$ cat config.mk
export PLATFORM = sky130hd
export DESIGN_NAME = fpu_class_pipe
export DESIGN_NICKNAME = d
export VERILOG_FILES = /design/src/rtl/fpu_class_pipe.sv
export SDC_FILE = /design/constraint.sdc
export NUM_CORES = 1
export LEC_CHECK = 0
export BUFFER_PORTS_ARGS = -buffer_cell sky130_fd_sc_hd__buf_2
export CAP_MARGIN = 5
export CORE_AREA = 2 2 115 117
export CTS_BUF_LIST = sky130_fd_sc_hd__clkbuf_2
export DETAILED_ROUTE_END_ITERATION = 6
export DIE_AREA = 0 0 117 119
export PLACE_DENSITY = 0.89
export RECOVER_POWER = 50
export REMOVE_ABC_BUFFERS = 1
export SLEW_MARGIN = 20
export SYNTH_ARGS = -nofsm -noshare
export SYNTH_HDL_FRONTEND = slang
export SYNTH_SLANG_ARGS = --single-unit
$ cat constraint.sdc
create_clock -name clk -period 2.2 [get_ports clk]
set_input_delay 0.33 -clock clk [delete_from_list [all_inputs] [get_ports clk]]
set_output_delay 0.33 -clock clk [all_outputs]
set_load 0.01 [all_outputs]
$ cat src/rtl/fpu_class_pipe.sv
// fpu_class_pipe: multi-lane pipelined floating-point classifier.
// Each accepted vector returns either the FCLASS one-hot mask or the raw
// class record per lane, LATENCY cycles later. A sticky OR of the returned
// exception flags is kept for the CSR path.
//
// Ports:
//   clk, reset                 rising-edge clock, synchronous active-high reset
//   valid_in / ready_in        request handshake (ready_in is combinational)
//   op_mode                    0 = FCLASS mask, 1 = raw class record
//   tag_in / tag_out           opaque tag carried alongside the result
//   lane_mask_in               active lanes; inactive lanes return 0
//   dataa                      NUM_LANES operands, lane i at [i*FLEN +: FLEN]
//   valid_out / ready_out      result handshake
//   result                     NUM_LANES x 32-bit lane results
//   fflags_out                 {NV,DZ,OF,UF,NX} for the current result
//   fflags_clr / fflags_sticky sticky flag clear and accumulated flags
module fpu_class_pipe #(
  parameter int unsigned NUM_LANES = 4,
  parameter int unsigned EXP_BITS  = 8,
  parameter int unsigned MAN_BITS  = 23,
  parameter int unsigned TAGW      = 8,
  parameter int unsigned LATENCY   = 2,
  localparam int unsigned FLEN     = 1 + EXP_BITS + MAN_BITS,
  localparam int unsigned RW       = NUM_LANES * 32
) (
  input  logic                      clk,
  input  logic                      reset,
  input  logic                      valid_in,
  output logic                      ready_in,
  input  logic                      op_mode,
  input  logic [TAGW-1:0]           tag_in,
  input  logic [NUM_LANES-1:0]      lane_mask_in,
  input  logic [NUM_LANES*FLEN-1:0] dataa,
  output logic                      valid_out,
  input  logic                      ready_out,
  output logic [TAGW-1:0]           tag_out,
  output logic [RW-1:0]             result,
  output logic [4:0]                fflags_out,
  input  logic                      fflags_clr,
  output logic [4:0]                fflags_sticky
);

  logic [RW-1:0]        res_all_c;
  logic [NUM_LANES-1:0] nv_all_c;
  logic                 stall_c;
  logic                 hs_c;

  // Per-lane classification, computed on the incoming operands.
  for (genvar i = 0; i < NUM_LANES; i++) begin : g_lane
    logic [FLEN-1:0]     opnd;
    logic                sgn;
    logic [EXP_BITS-1:0] exp_f;
    logic [MAN_BITS-1:0] man_f;
    logic                e_ones, e_zero, m_zero;
    logic                is_inf, is_nan, is_qnan, is_snan;
    logic                is_zero, is_sub, is_norm;
    logic [31:0]         res_c;
    logic                nv_c;

    assign opnd    = dataa[i*FLEN +: FLEN];
    assign sgn     = opnd[FLEN-1];
    assign exp_f   = opnd[FLEN-2 -: EXP_BITS];
    assign man_f   = opnd[MAN_BITS-1:0];
    assign e_ones  = &exp_f;
    assign e_zero  = ~|exp_f;
    assign m_zero  = ~|man_f;
    assign is_inf  = e_ones & m_zero;
    assign is_nan  = e_ones & ~m_zero;
    assign is_qnan = is_nan & man_f[MAN_BITS-1];
    assign is_snan = is_nan & ~man_f[MAN_BITS-1];
    assign is_zero = e_zero & m_zero;
    assign is_sub  = e_zero & ~m_zero;
    assign is_norm = ~e_ones & ~e_zero;

    // Lane result encoding; NaN classes ignore the sign.
    always_comb begin
      res_c = '0;
      nv_c  = 1'b0;
      if (lane_mask_in[i]) begin
        if (op_mode) begin
          res_c[6:0] = {is_norm, is_zero, is_sub, is_inf, is_nan, is_qnan, is_snan};
          nv_c       = is_snan;
        end else begin
          res_c[0] = is_inf  &  sgn;
          res_c[1] = is_norm &  sgn;
          res_c[2] = is_sub  &  sgn;
          res_c[3] = is_zero &  sgn;
          res_c[4] = is_zero & ~sgn;
          res_c[5] = is_sub  & ~sgn;
          res_c[6] = is_norm & ~sgn;
          res_c[7] = is_inf  & ~sgn;
          res_c[8] = is_snan;
          res_c[9] = is_qnan;
        end
      end
    end

    assign res_all_c[i*32 +: 32] = res_c;
    assign nv_all_c[i]           = nv_c;
  end

  logic            valid_q [LATENCY];
  logic            valid_d [LATENCY];
  logic [TAGW-1:0] tag_q   [LATENCY];
  logic [TAGW-1:0] tag_d   [LATENCY];
  logic [RW-1:0]   res_q   [LATENCY];
  logic [RW-1:0]   res_d   [LATENCY];
  logic [4:0]      flags_q [LATENCY];
  logic [4:0]      flags_d [LATENCY];
  logic [4:0]      sticky_q;
  logic [4:0]      sticky_d;

  assign stall_c = valid_q[LATENCY-1] & ~ready_out;
  assign hs_c    = valid_q[LATENCY-1] & ready_out;
  assign ready_in = ~stall_c;

  // Pipeline advance: whole pipe holds on a stall, bubbles travel as-is.
  always_comb begin
    for (int k = 0; k < LATENCY; k++) begin
      valid_d[k] = valid_q[k];
      tag_d[k]   = tag_q[k];
      res_d[k]   = res_q[k];
      flags_d[k] = flags_q[k];
    end
    if (!stall_c) begin
      valid_d[0] = valid_in;
      tag_d[0]   = valid_in ? tag_in : '0;
      res_d[0]   = valid_in ? res_all_c : '0;
      flags_d[0] = valid_in ? {|nv_all_c, 4'b0000} : 5'b00000;
      for (int k = 1; k < LATENCY; k++) begin
        valid_d[k] = valid_q[k-1];
        tag_d[k]   = tag_q[k-1];
        res_d[k]   = res_q[k-1];
        flags_d[k] = flags_q[k-1];
      end
    end
  end

  // Sticky flags: a clear in a handshake cycle drops old flags, keeps new ones.
  always_comb begin
    sticky_d = sticky_q;
    if (hs_c) begin
      sticky_d = fflags_clr ? flags_q[LATENCY-1] : (sticky_q | flags_q[LATENCY-1]);
    end else if (fflags_clr) begin
      sticky_d = '0;
    end
  end

  always_ff @(posedge clk) begin
    if (reset) begin
      for (int k = 0; k < LATENCY; k++) begin
        valid_q[k] <= 1'b0;
        tag_q[k]   <= '0;
        res_q[k]   <= '0;
        flags_q[k] <= '0;
      end
      sticky_q <= '0;
    end else begin
      for (int k = 0; k < LATENCY; k++) begin
        valid_q[k] <= valid_d[k];
        tag_q[k]   <= tag_d[k];
        res_q[k]   <= res_d[k];
        flags_q[k] <= flags_d[k];
      end
      sticky_q <= sticky_d;
    end
  end

  assign valid_out     = valid_q[LATENCY-1];
  assign tag_out       = tag_q[LATENCY-1];
  assign result        = res_q[LATENCY-1];
  assign fflags_out    = flags_q[LATENCY-1];
  assign fflags_sticky = sticky_q;

endmodule

==> metrics, run 1 <==
crit path launch valid_q[0][1]; routed wire length between 10 and 15 mm; crit path capture type primary output; Core Region 12870 µm²; Post-DP HPWL roughly 10 mm; PwrDens roughly 520 nW/µm²; total gr overflow 0; Pins Over Slew Limit 0; vias in the first global route around 4500; Sink Count a little over 100; syn avg cell area ~7.9 µm²; final setup fails 0; initial antenna violation count 0; Synth Cell Area 5459 µm²; Data arrival, critical path between 1.5 and 2 ns; Top FF cell, synth dfxtp_1; internal reg-to-reg setup slack 0.25 ns; Critical R2R Capture res_q[0][71]; CTS root buf clkbuf_2; # diodes 0; largest net degree at the start of global routing between 40 and 50; Slowest-stage cell, CP dfxtp_1; antenna-violating nets left 0; die height ~120 µm; layout cells sized above 1 0.2326; Hold Crit Class input port to register; PortBufs between 150 and 200; WP buf/inv 3; # rows 42; fraction of registers with async set/reset 0; Design Power about 3.2 mW; Skew-Pair Late Insertion Delay slightly below 0.6 ns; Via density around 4.8; routed len/inst 12.78 µm; Initial Utilization 0.4240; area leader, netlist dfxtp_1; unrepaired setup endpoints after global routing false; status completed; origin of the critical flop-to-flop path valid_q[0][1]; Hold Crit Start dataa[54]; Worst VDD drop 0.2548 mV; crit-path leading delay family buffers and inverters; Yosys cell types 53; Hold Vio Cnt, Final 0; Max Freq approximately 0.5 GHz; max_slew headroom 0.6269; Worst Max-Slew Pin Slew roughly 0.56 ns; IO Pins about 290; die width 117 µm; CP Launch Type register; Critical Path RT between 1.5 and 2 ns; Final GP Congestion between 0.8 and 0.9; Max Cap Violations 0; htree depth 3; CP Max Fanout 33; most frequent cells in the layout buf_2, nand2_1, dfxtp_1, conb_1, a21oi_1; final instance area a little over 6000 µm²; worst reg2reg path depth 6; post-synthesis sequential area ratio 0.3704; Syn Inst Count 693; vias 4921; Setup Skew approximately 0.033 ns; Die Footprint 13920 µm²; Critical Path End ready_in; final worst path period share 0.9192; top post-synthesis cells by area dfxtp_1, buf_4, nand2_1, a21oi_1, nor4_1; Placed Area 5903 µm²; Filler cells between 1000 and 1500; Yosys warning count 0; NumNets Final around 1000; DRT iter0 DRCs roughly 190; Clock transition at path regs approximately 0.28 ns; Tmin final 2.022 ns; Post-synth EDFFs 0; CP Class register to primary output; Critical Path Max Stage Delay 0.40 ns; first-pass GRT wire length approximately 21 mm; Inserted Clock Buffers 9; critical-path cell list nor2b_4 -> inv_2 -> buf_6 -> buf_2; DRC viols 0; Clock Path Buffers 2; CTS tree yes; First-pass DRT Iterations 5; synthesis-to-layout area growth 13.00%; post-synth top area share 0.3704; GRT Overall Usage 0.1864; synthesized flop and latch total 101; most common cell after layout, fill and taps aside buf_2; Leakage Power around 2.5 nW; Crit. path cell count 4
report_power, final:
group	leakage [nW]	total (mW)	internal, mW	switching [mW]
Combinational	1.60	0.451	0.176	0.275
Clock	0.0692	0.904	0.267	0.637
Sequential	0.816	1.87	1.86	0.0103
tightest hold or removal path: stages:
cell     delay, ns
buf_2         0.13
or3_1         0.12
a21oi_1       0.06
cell families (layout without fill, tap and decap cells):
family          Yosys count  in the layout  synth area share
simple gates            285            285            0.2526
buf+inv                 183            255            0.2352
compound gates          115            115            0.1274
flops                   101            101            0.3704
xor+xnor                  4              4          0.006417
mux                       4              4          0.007335
other cells               1             96         0.0006869
cell usage after synthesis (all sizes together) (2+ instances only):
| cell type | number |
|---|---|
| nor3 | 8 |
| buf | 153 |
| and2b | 4 |
| nor2 | 26 |
| nor4 | 29 |
| or3 | 8 |
| mux2i | 4 |
| o21ai | 3 |
| a22o | 2 |
| a21oi | 86 |
| o21bai | 3 |
| o31ai | 7 |
| dfxtp | 101 |
| or4 | 6 |
| clkbuf | 24 |
| and3 | 3 |
| nand4 | 16 |
| xnor2 | 4 |
| nand2 | 138 |
| inv | 5 |
| nand3 | 34 |
| and4 | 2 |
| a32o | 3 |
| a22oi | 4 |
| or3b | 3 |
| and2 | 4 |
registers in the layout (all words and copies together) (netlist names):
signal	count
tag_q	16
res_q	80
fflags_sticky	1
flags_q	2
valid_q	2
layer usage:
layer / track usage / vias to the layer above / wire length, µm / share of wire
met5: 0 / - / 0 / 0
met4: 0.05000 / 0 / 117 / 0.0088
met3: 0.04733 / 11 / 955 / 0.072
met2: 0.3309 / 196 / 6679 / 0.50
met1: 0.2201 / 2253 / 5492 / 0.41
li1: - / 2461 / - / -
layout make-up:
class | count | area [µm²] | share of cell area
Tap cell | 176 | 220.2 | 0.03570
Inverter | 6 | 22.52 | 0.003651
Timing Repair Buffer | 234 | 1272 | 0.2063
Clock inverter | 6 | 68.82 | 0.01116
Sequential cell | 101 | 2022 | 0.3278
Clock buffer | 9 | 45.04 | 0.007302
Multi-Input combinational cell | 504 | 2517 | 0.4081
worst min-delay path by stage:
stage,endpoint,cells after the start
after floorplan,flags_q[0][4],1
after global placement,tag_q[0][10],2
after detailed placement,res_q[0][232],2
after CTS,res_q[0][73],3
after global routing,res_q[0][40],3
final,res_q[0][40],3
through the flow:
stage	setup TNS, ns	util	setup WS (ns)	std cells	hold WS (ns)
final	0	0.4791	0.1779	1036	0.06267
after global routing	0	0.4791	0.03667	1036	0.02031
after CTS	0	0.4827	0.02421	1035	0.0008071
after detailed placement	0	0.4585	0.3200	1000	0.4404
after global placement	0	0.4585	0.3587	1000	0.4348
after floorplan	-344.57	-	-4.175	611	0.3979
what timing repair did:
item                       4_1_cts  5_1_grt
hold endpoints to repair        20        1
setup endpoints to repair        1        1
setup buffers                    1        0
hold buffers                    19        1
cloned                           0        0
resized for setup                0        1
Note: power is estimated with default switching activity, not from simulation.
==> run 2, diff against run 1 <==
--- a/config.mk
+++ b/config.mk
@@ -7,11 +7,11 @@
 export LEC_CHECK = 0
 export BUFFER_PORTS_ARGS = -buffer_cell sky130_fd_sc_hd__buf_2
 export CAP_MARGIN = 5
-export CORE_AREA = 2 2 115 117
+export CORE_MARGIN = 1
+export CORE_UTILIZATION = 42
 export CTS_BUF_LIST = sky130_fd_sc_hd__clkbuf_2
 export DETAILED_ROUTE_END_ITERATION = 6
-export DIE_AREA = 0 0 117 119
-export PLACE_DENSITY = 0.89
+export PLACE_DENSITY = 0.9
 export RECOVER_POWER = 50
 export REMOVE_ABC_BUFFERS = 1
 export SLEW_MARGIN = 20
==> constraint.sdc (replaced) <==
create_clock -name clk -period 1.6 [get_ports clk]
set_input_delay 0.24 -clock clk [delete_from_list [all_inputs] [get_ports clk]]
set_output_delay 0.24 -clock clk [all_outputs]
set_load 0.01 [all_outputs]
==> metrics, run 2 (synthesis gave the netlist of run 1 again) <==
Inserted Clock Buffers 9 (unchanged); Design Power 5.013 mW (+56%); DRC viols 0 (unchanged); final setup fails 7 (+7); Via density 4.816 (+1.4%); Hold WS 0.04403 ns (-0.01864 ns); routed wire length 14.90 mm (+13%); Filler cells 1194 (-6.4%); most common cell after layout, fill and taps aside buf_2; htree depth 3 (unchanged); max_slew headroom 0.6671 (+0.04016); worst reg2reg path depth 7 (+1); Pins Over Slew Limit 0 (unchanged); CTS root buf clkbuf_2; layout cells sized above 1 0.3076 (+0.07505); first-pass GRT wire length 21.13 mm (+1.5%); Final GP Congestion 0.8431 (-3.0%); largest net degree at the start of global routing 63 (+29%); vias 5259 (+6.9%); max reg flops 80 (unchanged); CTS tree yes; Hold Vio Cnt, Final 0 (unchanged); total gr overflow 0 (unchanged); Cells after DPL 1024 (+2.4%); status finished with violations; die width 116.0 µm (-0.85%); Leakage Power 3.002 nW (+21%); Setup Skew 0.03528 ns (+0.002031 ns); final core occ 0.5444 (+0.06528); Worst VDD drop 0.4783 mV (+88%); Tmin final ~1.7 ns; final worst setup slack -0.1443 ns (-0.3222 ns); routed len/inst 13.65 µm (+6.7%); Core Region 12670 µm² (-1.6%); NumNets Final 1061 (+5.9%); Worst Max-Slew Pin Slew 0.4948 ns (-0.06480 ns); antenna-violating nets left 0 (unchanged); origin of the critical flop-to-flop path valid_q[0][1]; Largest regs res_q (80), tag_q (16); # rows 41 (-2.4%); Critical Path RT 2.16 ns (+0.29 ns); synthesis-to-layout area growth 26.36%; die height 116.0 µm (-2.5%); Data arrival, critical path 2.31 ns (+0.62 ns); Final Instance Count excl. Fillers 1092 (+5.4%); CP Class register to register; IO Pins 294 (unchanged); DRT iter0 DRCs 201 (+6.9%); Hold Crit Start dataa[54]; most frequent cells in the layout buf_2, nand2_1, dfxtp_1, conb_1, a21oi_1; Initial Utilization 0.4308 (+0.006825); GRT Overall Usage 0.2032 (+0.01676); Post-DP HPWL 10.19 mm (+3.8%); Max Cap Violations 0 (unchanged); Worst Hold Depth 4 (+1); Clock transition at path regs 0.29 ns (about the same); CP Max Fanout 4 (-88%); final worst path period share 1.090; setup TNS -0.4124 ns (-0.4124 ns); Die Footprint 13460 µm² (-3.3%); Hold Crit Class input port to register; initial antenna violation count 0 (unchanged); Top reg by flops res_q; internal reg-to-reg setup slack -0.14 ns (-0.39 ns); Critical R2R Capture res_q[0][103]; PortBufs 197 (unchanged); hold endpoint res_q[0][40]; failing checks setup timing; Clock Path Buffers 2 (unchanged); Max Freq about 0.57 GHz; CP Launch Type register; Skew-Pair Late Insertion Delay 0.60 ns (+0.02 ns); crit path capture type register; # diodes 0 (unchanged); unrepaired setup endpoints after global routing true; Sink Count 101 (unchanged); First-pass DRT Iterations 4 (-1); vias in the first global route 4370 (-2.8%); PwrDens 726.8 nW/µm² (+39%)
run 2: cell count changes in the layout (fill, tap and decap cells not counted), moves of 2 or more:
| cell | previous run | this run |
|---|---|---|
| buf_2 | 153 | 195 |
| nand3_1 | 34 | 31 |
| buf_4 | 14 | 44 |
| clkbuf_1 | 44 | 0 |
| buf_6 | 1 | 4 |
| nand3_4 | 0 | 2 |
| or3b_2 | 2 | 0 |
| or3b_4 | 0 | 2 |
| dlygate4sd3_1 | 20 | 46 |
| bufinv_16 | 1 | 4 |
| inv_6 | 3 | 1 |
run 2: report_power, final:
group | internal [mW] | total (mW) | switching (mW) | leakage (nW)
logic | 0.331 | 0.753 | 0.422 | 2.09
registers | 2.55 | 2.57 | 0.0131 | 0.817
clock network | 0.832 | 1.69 | 0.861 | 0.0984
total | 3.72 | 5.01 | 1.30 | 3.00
run 2: repair_timing:
item                                    4_1_cts  5_1_grt
hold buffers                                 26       20
endpoints found under the setup margin        3       39
gates resized for setup                       7       15
gates cloned                                  0        1
setup buffers                                 2        4
endpoints found under the hold margin        31        8
run 2: worst max path at each step:
stage             startpoint            end  slack (ns)  cells after the start
4_1_cts        valid_q[0][1]  res_q[0][103]       -0.13                      7
5_1_grt        valid_q[0][1]       ready_in       -0.21                      3
3_5_place_dp        dataa[1]  flags_q[0][4]       -0.16                      6
6_report       valid_q[0][1]  res_q[0][103]       -0.14                      7
3_3_place_gp        dataa[1]  flags_q[0][4]       -0.18                      6
2_1_floorplan  valid_q[0][1]   res_q[0][37]       -4.77                      6
run 2: area by class of cell:
class                   instances  area [µm²]  area share
inverters                       6       35.03    0.005079
flip-flops and latches        101        2023      0.2933
clock inverters                 6       135.1     0.01959
repair buffers                292        1874      0.2717
repair inverters                1       8.758    0.001270
well taps                     172       215.2     0.03120
clock buffers                  10       50.05    0.007256
multi-input cells             504        2556      0.3706
run 2: worst max-delay path: stages, from the launching register on:
cell	delay, ns
dfxtp_2	0.38
nor2b_4	0.15
buf_6	0.14
nor3_4	0.14
buf_4	0.18
nand3_1	0.10
or4_1	0.51
a21oi_1	0.15
run 2: layer usage:
metal / part of all wire / global-route usage
met5: 0 / 0
met4: 0.020 / 0.05385
met3: 0.067 / 0.05649
met2: 0.50 / 0.3472
met1: 0.41 / 0.2506
run 2: stage by stage:
stage | worst slack, ns | instance area [µm²]
floorplan | -4.775 | 4554
CTS | -0.1345 | 6596
global route | -0.2076 | 6898
finish | -0.1443 | 6898
detailed placement | -0.1609 | 6133
global placement | -0.1775 | 6133
